===== src/rtl/membus_arb.sv =====
// Round-robin arbiter granting one master at a time onto the ext-memory or GPIO target.
// Each grant covers one whole access (with per-target wait states) and ends in a one-cycle done pulse.
module membus_arb #(
    parameter int unsigned NMASTERS  = 2,
    parameter int unsigned DATA_W    = 8,
    parameter int unsigned ADDR_W    = 16,
    parameter int unsigned GPIO_BIT  = 9,
    parameter int unsigned WAIT_EXT  = 1,
    parameter int unsigned WAIT_GPIO = 0
) (
    input  logic                       clk,
    input  logic                       reset,
    input  logic [NMASTERS-1:0]        request,
    input  logic [NMASTERS-1:0]        memread,
    input  logic [NMASTERS-1:0]        memwrite,
    input  logic [NMASTERS*ADDR_W-1:0] addr,
    input  logic [NMASTERS*DATA_W-1:0] writedata,
    output logic [NMASTERS-1:0]        grant,
    output logic [NMASTERS-1:0]        done,
    output logic [DATA_W-1:0]          readdata,
    input  logic [DATA_W-1:0]          readdata_ext,
    input  logic [DATA_W-1:0]          readdata_gpio,
    output logic                       memread_ext,
    output logic                       memwrite_ext,
    output logic [ADDR_W-1:0]          addr_ext,
    output logic [DATA_W-1:0]          writedata_ext,
    output logic                       memread_gpio,
    output logic                       memwrite_gpio,
    output logic [ADDR_W-1:0]          addr_gpio,
    output logic [DATA_W-1:0]          writedata_gpio
);

    localparam int unsigned MAX_WAIT = (WAIT_EXT > WAIT_GPIO) ? WAIT_EXT : WAIT_GPIO;
    localparam int unsigned CNT_W    = (MAX_WAIT > 0) ? $clog2(MAX_WAIT + 1) : 1;
    localparam int unsigned IDX_W    = $clog2(NMASTERS);

    typedef enum logic [1:0] {IDLE, ACCESS, DONE} state_t;

    state_t             state, state_nxt;
    logic [IDX_W-1:0]   rr_last, rr_nxt;
    logic [IDX_W-1:0]   sel, sel_nxt;
    logic [IDX_W-1:0]   win, cand;
    logic               found;
    logic               tgt_q, tgt_nxt, rd_q, rd_nxt, wr_q, wr_nxt;
    logic [CNT_W-1:0]   cnt, cnt_nxt;
    logic [NMASTERS-1:0] grant_nxt, done_nxt;
    logic [DATA_W-1:0]  readdata_nxt;
    logic               mr_ext_nxt, mw_ext_nxt, mr_gpio_nxt, mw_gpio_nxt;
    logic [ADDR_W-1:0]  a_ext_nxt, a_gpio_nxt;
    logic [DATA_W-1:0]  wd_ext_nxt, wd_gpio_nxt;

    logic [ADDR_W-1:0]  w_addr;
    logic [DATA_W-1:0]  w_wdata;
    logic               w_gpio, w_rd, w_wr;

    // Round-robin pick: first requester after the last served master
    always_comb begin
        found = 1'b0;
        win   = '0;
        cand  = '0;
        for (int unsigned i = 1; i <= NMASTERS; i++) begin
            cand = IDX_W'((32'(rr_last) + i) % NMASTERS);
            if (!found && request[cand]) begin
                found = 1'b1;
                win   = cand;
            end
        end
    end

    assign w_addr  = addr[32'(win) * ADDR_W +: ADDR_W];
    assign w_wdata = writedata[32'(win) * DATA_W +: DATA_W];
    assign w_gpio  = w_addr[GPIO_BIT];
    assign w_rd    = memread[win];
    assign w_wr    = memwrite[win];

    always_ff @(posedge clk or posedge reset) begin
        if (reset) state <= IDLE;
        else       state <= state_nxt;
    end

    always_comb begin
        state_nxt = state;
        case (state)
            IDLE:    if (|request) state_nxt = ACCESS;
            ACCESS:  if (cnt == '0) state_nxt = DONE;
            DONE:    state_nxt = IDLE;
            default: state_nxt = IDLE;
        endcase
    end

    // Next values for every registered output and the latched transaction
    always_comb begin
        grant_nxt    = grant;
        done_nxt     = '0;
        readdata_nxt = readdata;
        cnt_nxt      = cnt;
        rr_nxt       = rr_last;
        sel_nxt      = sel;
        tgt_nxt      = tgt_q;
        rd_nxt       = rd_q;
        wr_nxt       = wr_q;
        mr_ext_nxt   = memread_ext;
        mw_ext_nxt   = memwrite_ext;
        a_ext_nxt    = addr_ext;
        wd_ext_nxt   = writedata_ext;
        mr_gpio_nxt  = memread_gpio;
        mw_gpio_nxt  = memwrite_gpio;
        a_gpio_nxt   = addr_gpio;
        wd_gpio_nxt  = writedata_gpio;
        case (state)
            IDLE: if (|request) begin
                sel_nxt     = win;
                tgt_nxt     = w_gpio;
                rd_nxt      = w_rd;
                wr_nxt      = w_wr;
                grant_nxt   = NMASTERS'(1) << win;
                cnt_nxt     = w_gpio ? CNT_W'(WAIT_GPIO) : CNT_W'(WAIT_EXT);
                // A simultaneous read+write is treated as a write only
                mr_ext_nxt  = !w_gpio && w_rd && !w_wr;
                mw_ext_nxt  = !w_gpio && w_wr;
                a_ext_nxt   = w_gpio ? '0 : w_addr;
                wd_ext_nxt  = w_gpio ? '0 : w_wdata;
                mr_gpio_nxt = w_gpio && w_rd && !w_wr;
                mw_gpio_nxt = w_gpio && w_wr;
                a_gpio_nxt  = w_gpio ? w_addr : '0;
                wd_gpio_nxt = w_gpio ? w_wdata : '0;
            end
            ACCESS: begin
                if (cnt != '0) begin
                    cnt_nxt = cnt - CNT_W'(1);
                end else begin
                    if (rd_q && !wr_q) readdata_nxt = tgt_q ? readdata_gpio : readdata_ext;
                    done_nxt    = grant;
                    grant_nxt   = '0;
                    mr_ext_nxt  = 1'b0;
                    mw_ext_nxt  = 1'b0;
                    a_ext_nxt   = '0;
                    wd_ext_nxt  = '0;
                    mr_gpio_nxt = 1'b0;
                    mw_gpio_nxt = 1'b0;
                    a_gpio_nxt  = '0;
                    wd_gpio_nxt = '0;
                end
            end
            DONE:    rr_nxt = sel;
            default: ;
        endcase
    end

    always_ff @(posedge clk or posedge reset) begin
        if (reset) begin
            grant          <= '0;
            done           <= '0;
            readdata       <= '0;
            cnt            <= '0;
            rr_last        <= IDX_W'(NMASTERS - 1);
            sel            <= '0;
            tgt_q          <= 1'b0;
            rd_q           <= 1'b0;
            wr_q           <= 1'b0;
            memread_ext    <= 1'b0;
            memwrite_ext   <= 1'b0;
            addr_ext       <= '0;
            writedata_ext  <= '0;
            memread_gpio   <= 1'b0;
            memwrite_gpio  <= 1'b0;
            addr_gpio      <= '0;
            writedata_gpio <= '0;
        end else begin
            grant          <= grant_nxt;
            done           <= done_nxt;
            readdata       <= readdata_nxt;
            cnt            <= cnt_nxt;
            rr_last        <= rr_nxt;
            sel            <= sel_nxt;
            tgt_q          <= tgt_nxt;
            rd_q           <= rd_nxt;
            wr_q           <= wr_nxt;
            memread_ext    <= mr_ext_nxt;
            memwrite_ext   <= mw_ext_nxt;
            addr_ext       <= a_ext_nxt;
            writedata_ext  <= wd_ext_nxt;
            memread_gpio   <= mr_gpio_nxt;
            memwrite_gpio  <= mw_gpio_nxt;
            addr_gpio      <= a_gpio_nxt;
            writedata_gpio <= wd_gpio_nxt;
        end
    end

endmodule


===== config.mk =====
export PLATFORM = sky130hd
export DESIGN_NAME = membus_arb
export DESIGN_NICKNAME = d
export VERILOG_FILES = /design/src/rtl/membus_arb.sv
export SDC_FILE = /design/constraint.sdc
export NUM_CORES = 1
export LEC_CHECK = 0
export CAP_MARGIN = 25
export CORE_ASPECT_RATIO = 0.5
export CORE_MARGIN = 5
export CORE_UTILIZATION = 38
export DETAILED_ROUTE_END_ITERATION = 12
export PLACE_DENSITY = 0.74
export SLEW_MARGIN = 20
export SYNTH_ARGS = -nofsm -noshare
export SYNTH_HDL_FRONTEND = slang
export SYNTH_SLANG_ARGS = --single-unit

===== constraint.sdc =====
create_clock -name clk -period 2.2 [get_ports clk]
set_input_delay 0.44 -clock clk [delete_from_list [all_inputs] [get_ports clk]]
set_output_delay 0.44 -clock clk [all_outputs]
set_load 0.02 [all_outputs]

==> metrics <==
Core ar.=8120 sq um; status=finished, final reports clean; clock skew=5.01 ps; I/O Pins=136; Top Usage Layer GRT=met2; library cells used by synthesis=34; Seq/Total Area, Yosys=0.554; Root Driver=clkbuf_16; Setup crit end kind=register; WL per Instance=17.9 um; Area Overhead vs Synth=56.6%; Die Y=75.0 um; nets@finish=469; port bufs=134; r2r startpoint=state[1]; Remaining DRCs=0; Critical Path AT=2030 ps; pre-CTS WS=12.6 ps; worst vdd ir=0.693 mV; Cell Pwr Density=1380 nW/um^2; top cell type by total area after synthesis=dfrtp_1; Syn Std Cell Area=3210 sq um; share of the synthesized area in the top cell type=0.546; crit path launch type=primary input; Starting DRT DRC Count=204; setup repair bufs after CTS=0; Final setup viols=0; vias=2606; Syn Nets=332; post-CTS sizing=0; RSZ-0062 raised after global routing=no; Post-DRT Antenna Nets=0; die area=10500 sq um; Fin. Hold Viols=0; Post-synth top flop=dfrtp_1; final slew viol count=0; period utilization=0.831; crit-path max FO=5; final worst setup slack=373 ps; TritonCTS buffer count=9; GRT Residual Overflow=0; M1 GR Usage=0.212; asr flop ratio synth=1.00; required time worst endpoint=2400 ps; setup TNS=0 ps; Total GRT Usage=0.179; Synth warnings=0; HPWL after DPL=6700 um; grt met3 use=0.0660; Syn Inst Count=260; largest net degree at the start of global routing=56; Worst-path clk slew=50 ps; n_diodes=0; WS Path Type=in2reg; first-pass detailed-route iteration total=4; most frequent cell after synthesis=dfrtp_1; Seq cells post-synth=71; internal reg-to-reg setup slack=440 ps; hold crit path type=in2async; Routed WL=9180 um; syn_area_per_cell=12.3 sq um; clk_lat worst skew=330 ps; initial antenna violation count=0; num rows=23; Fmax=0.547 GHz; Die Width=140 um; max cap viols=0; Filler cells=615; Final GP Congestion=0.815; EDFF count, synth=0; hold buffer count at CTS=0; RR Endpoint=addr_ext[10]; Max clock buf depth=2; Sink Count=71; met2 Use GR=0.313; LEAKAGE=0.00209 uW; Register-to-Register Path Depth=4; CTS tree=built; Tmin final=1830 ps; vias in the first global route=2814; share of layout cells above drive strength 1=0.137; Commonest cells post-synth=70 x dfrtp_1, 49 x inv_1, 46 x o32ai_1; Max H-tree Level=3; main area contributors after synthesis=dfrtp_1 55%, o32ai_1 13%, mux2i_1 8.1%; first-pass GRT wire length=14500 um; Initial Util=0.395; vias per cell=5.07
## kinds of logic after synthesis
family,count (synthesis),share of synthesized area
flip-flops,71,0.554
other,1,0.00117
AND/OR/NAND/NOR,11,0.0234
multiplexers,47,0.158
buffers and inverters,68,0.0936
AO/OA/AOI/OAI,62,0.169
## placed cells by master, fill, tap and decap left out, drive strengths merged, types with 2 or more instances in the layout
cell type	synthesis	layout
o21ai	2	2
o41ai	2	2
a32o	2	2
clkdlybuf4s50	0	134
o31ai	2	2
mux2i	27	27
clkinvlp	0	2
nand3b	2	2
mux2	20	20
nor3	2	2
o32ai	46	46
dfrtp	70	70
a22o	3	3
a21boi	2	2
inv	49	48
clkbuf	2	11
clkinv	0	3
and2	3	3
buf	17	11
## worst max-delay path: stages
cell and delay (ps):
clkdlybuf4s50_1 500, a21boi_4 230, buf_4 160, mux2_4 330
o41ai_1 370
## sequential cells by signal, summed over array words and instances, names as in the netlist
signal	flops
readdata	8
wr_q	1
writedata_gpio	8
grant	2
memwrite_ext	1
sel	1
tgt_q	1
rr_last	1
cnt	1
memwrite_gpio	1
done	2
state	2
rd_q	1
memread_ext	1
addr_ext	15
writedata_ext	8
memread_gpio	1
addr_gpio	16
## per-layer routing
layer	vias to the layer above	part of all wire
li1	1225	-
met1	1291	0.40
met2	72	0.54
met3	18	0.044
met4	0	0.021
met5	-	0
## layout make-up
type | instances | area, sq um | share of cell area
sequential | 71 | 1780 | 0.354
tap | 112 | 140 | 0.0279
clock buffer | 11 | 253 | 0.0503
timing repair buffer | 145 | 1460 | 0.291
multi-input combinational | 121 | 1150 | 0.228
clock inverter | 5 | 56.3 | 0.0112
inverter | 49 | 188 | 0.0374
## through the flow
stage	area (sq um)	hold slack, ps	std cells	total power [uW]	utilization
6_report	5020	444	514	6940	0.619
5_1_grt	5020	460	514	7350	0.619
4_1_cts	5020	446	514	7010	0.619
3_5_place_dp	4710	493	498	5510	0.581
3_3_place_gp	4710	484	498	5420	0.581
2_1_floorplan	3210	467	260	4000	-
## report_power, final
part | switching, uW | internal, uW | leakage, uW | total, uW
clock | 529 | 936 | 0.000152 | 1460
combinational | 1670 | 1580 | 0.00101 | 3250
sequential | 384 | 1850 | 0.000924 | 2230
total | 2580 | 4360 | 0.00209 | 6940
## worst max path at each step
stage,startpoint,end,slack [ps],depth (start not counted)
floorplan,request[1],memread_ext,660,4
detailed placement,request[1],memread_gpio,10,5
global placement,request[1],memread_ext,110,4
finish,request[1],memread_gpio,370,5
CTS,request[1],memread_gpio,350,5
global route,request[1],memread_ext,290,4
No activity file was read; power rests on OpenSTA's default activity.
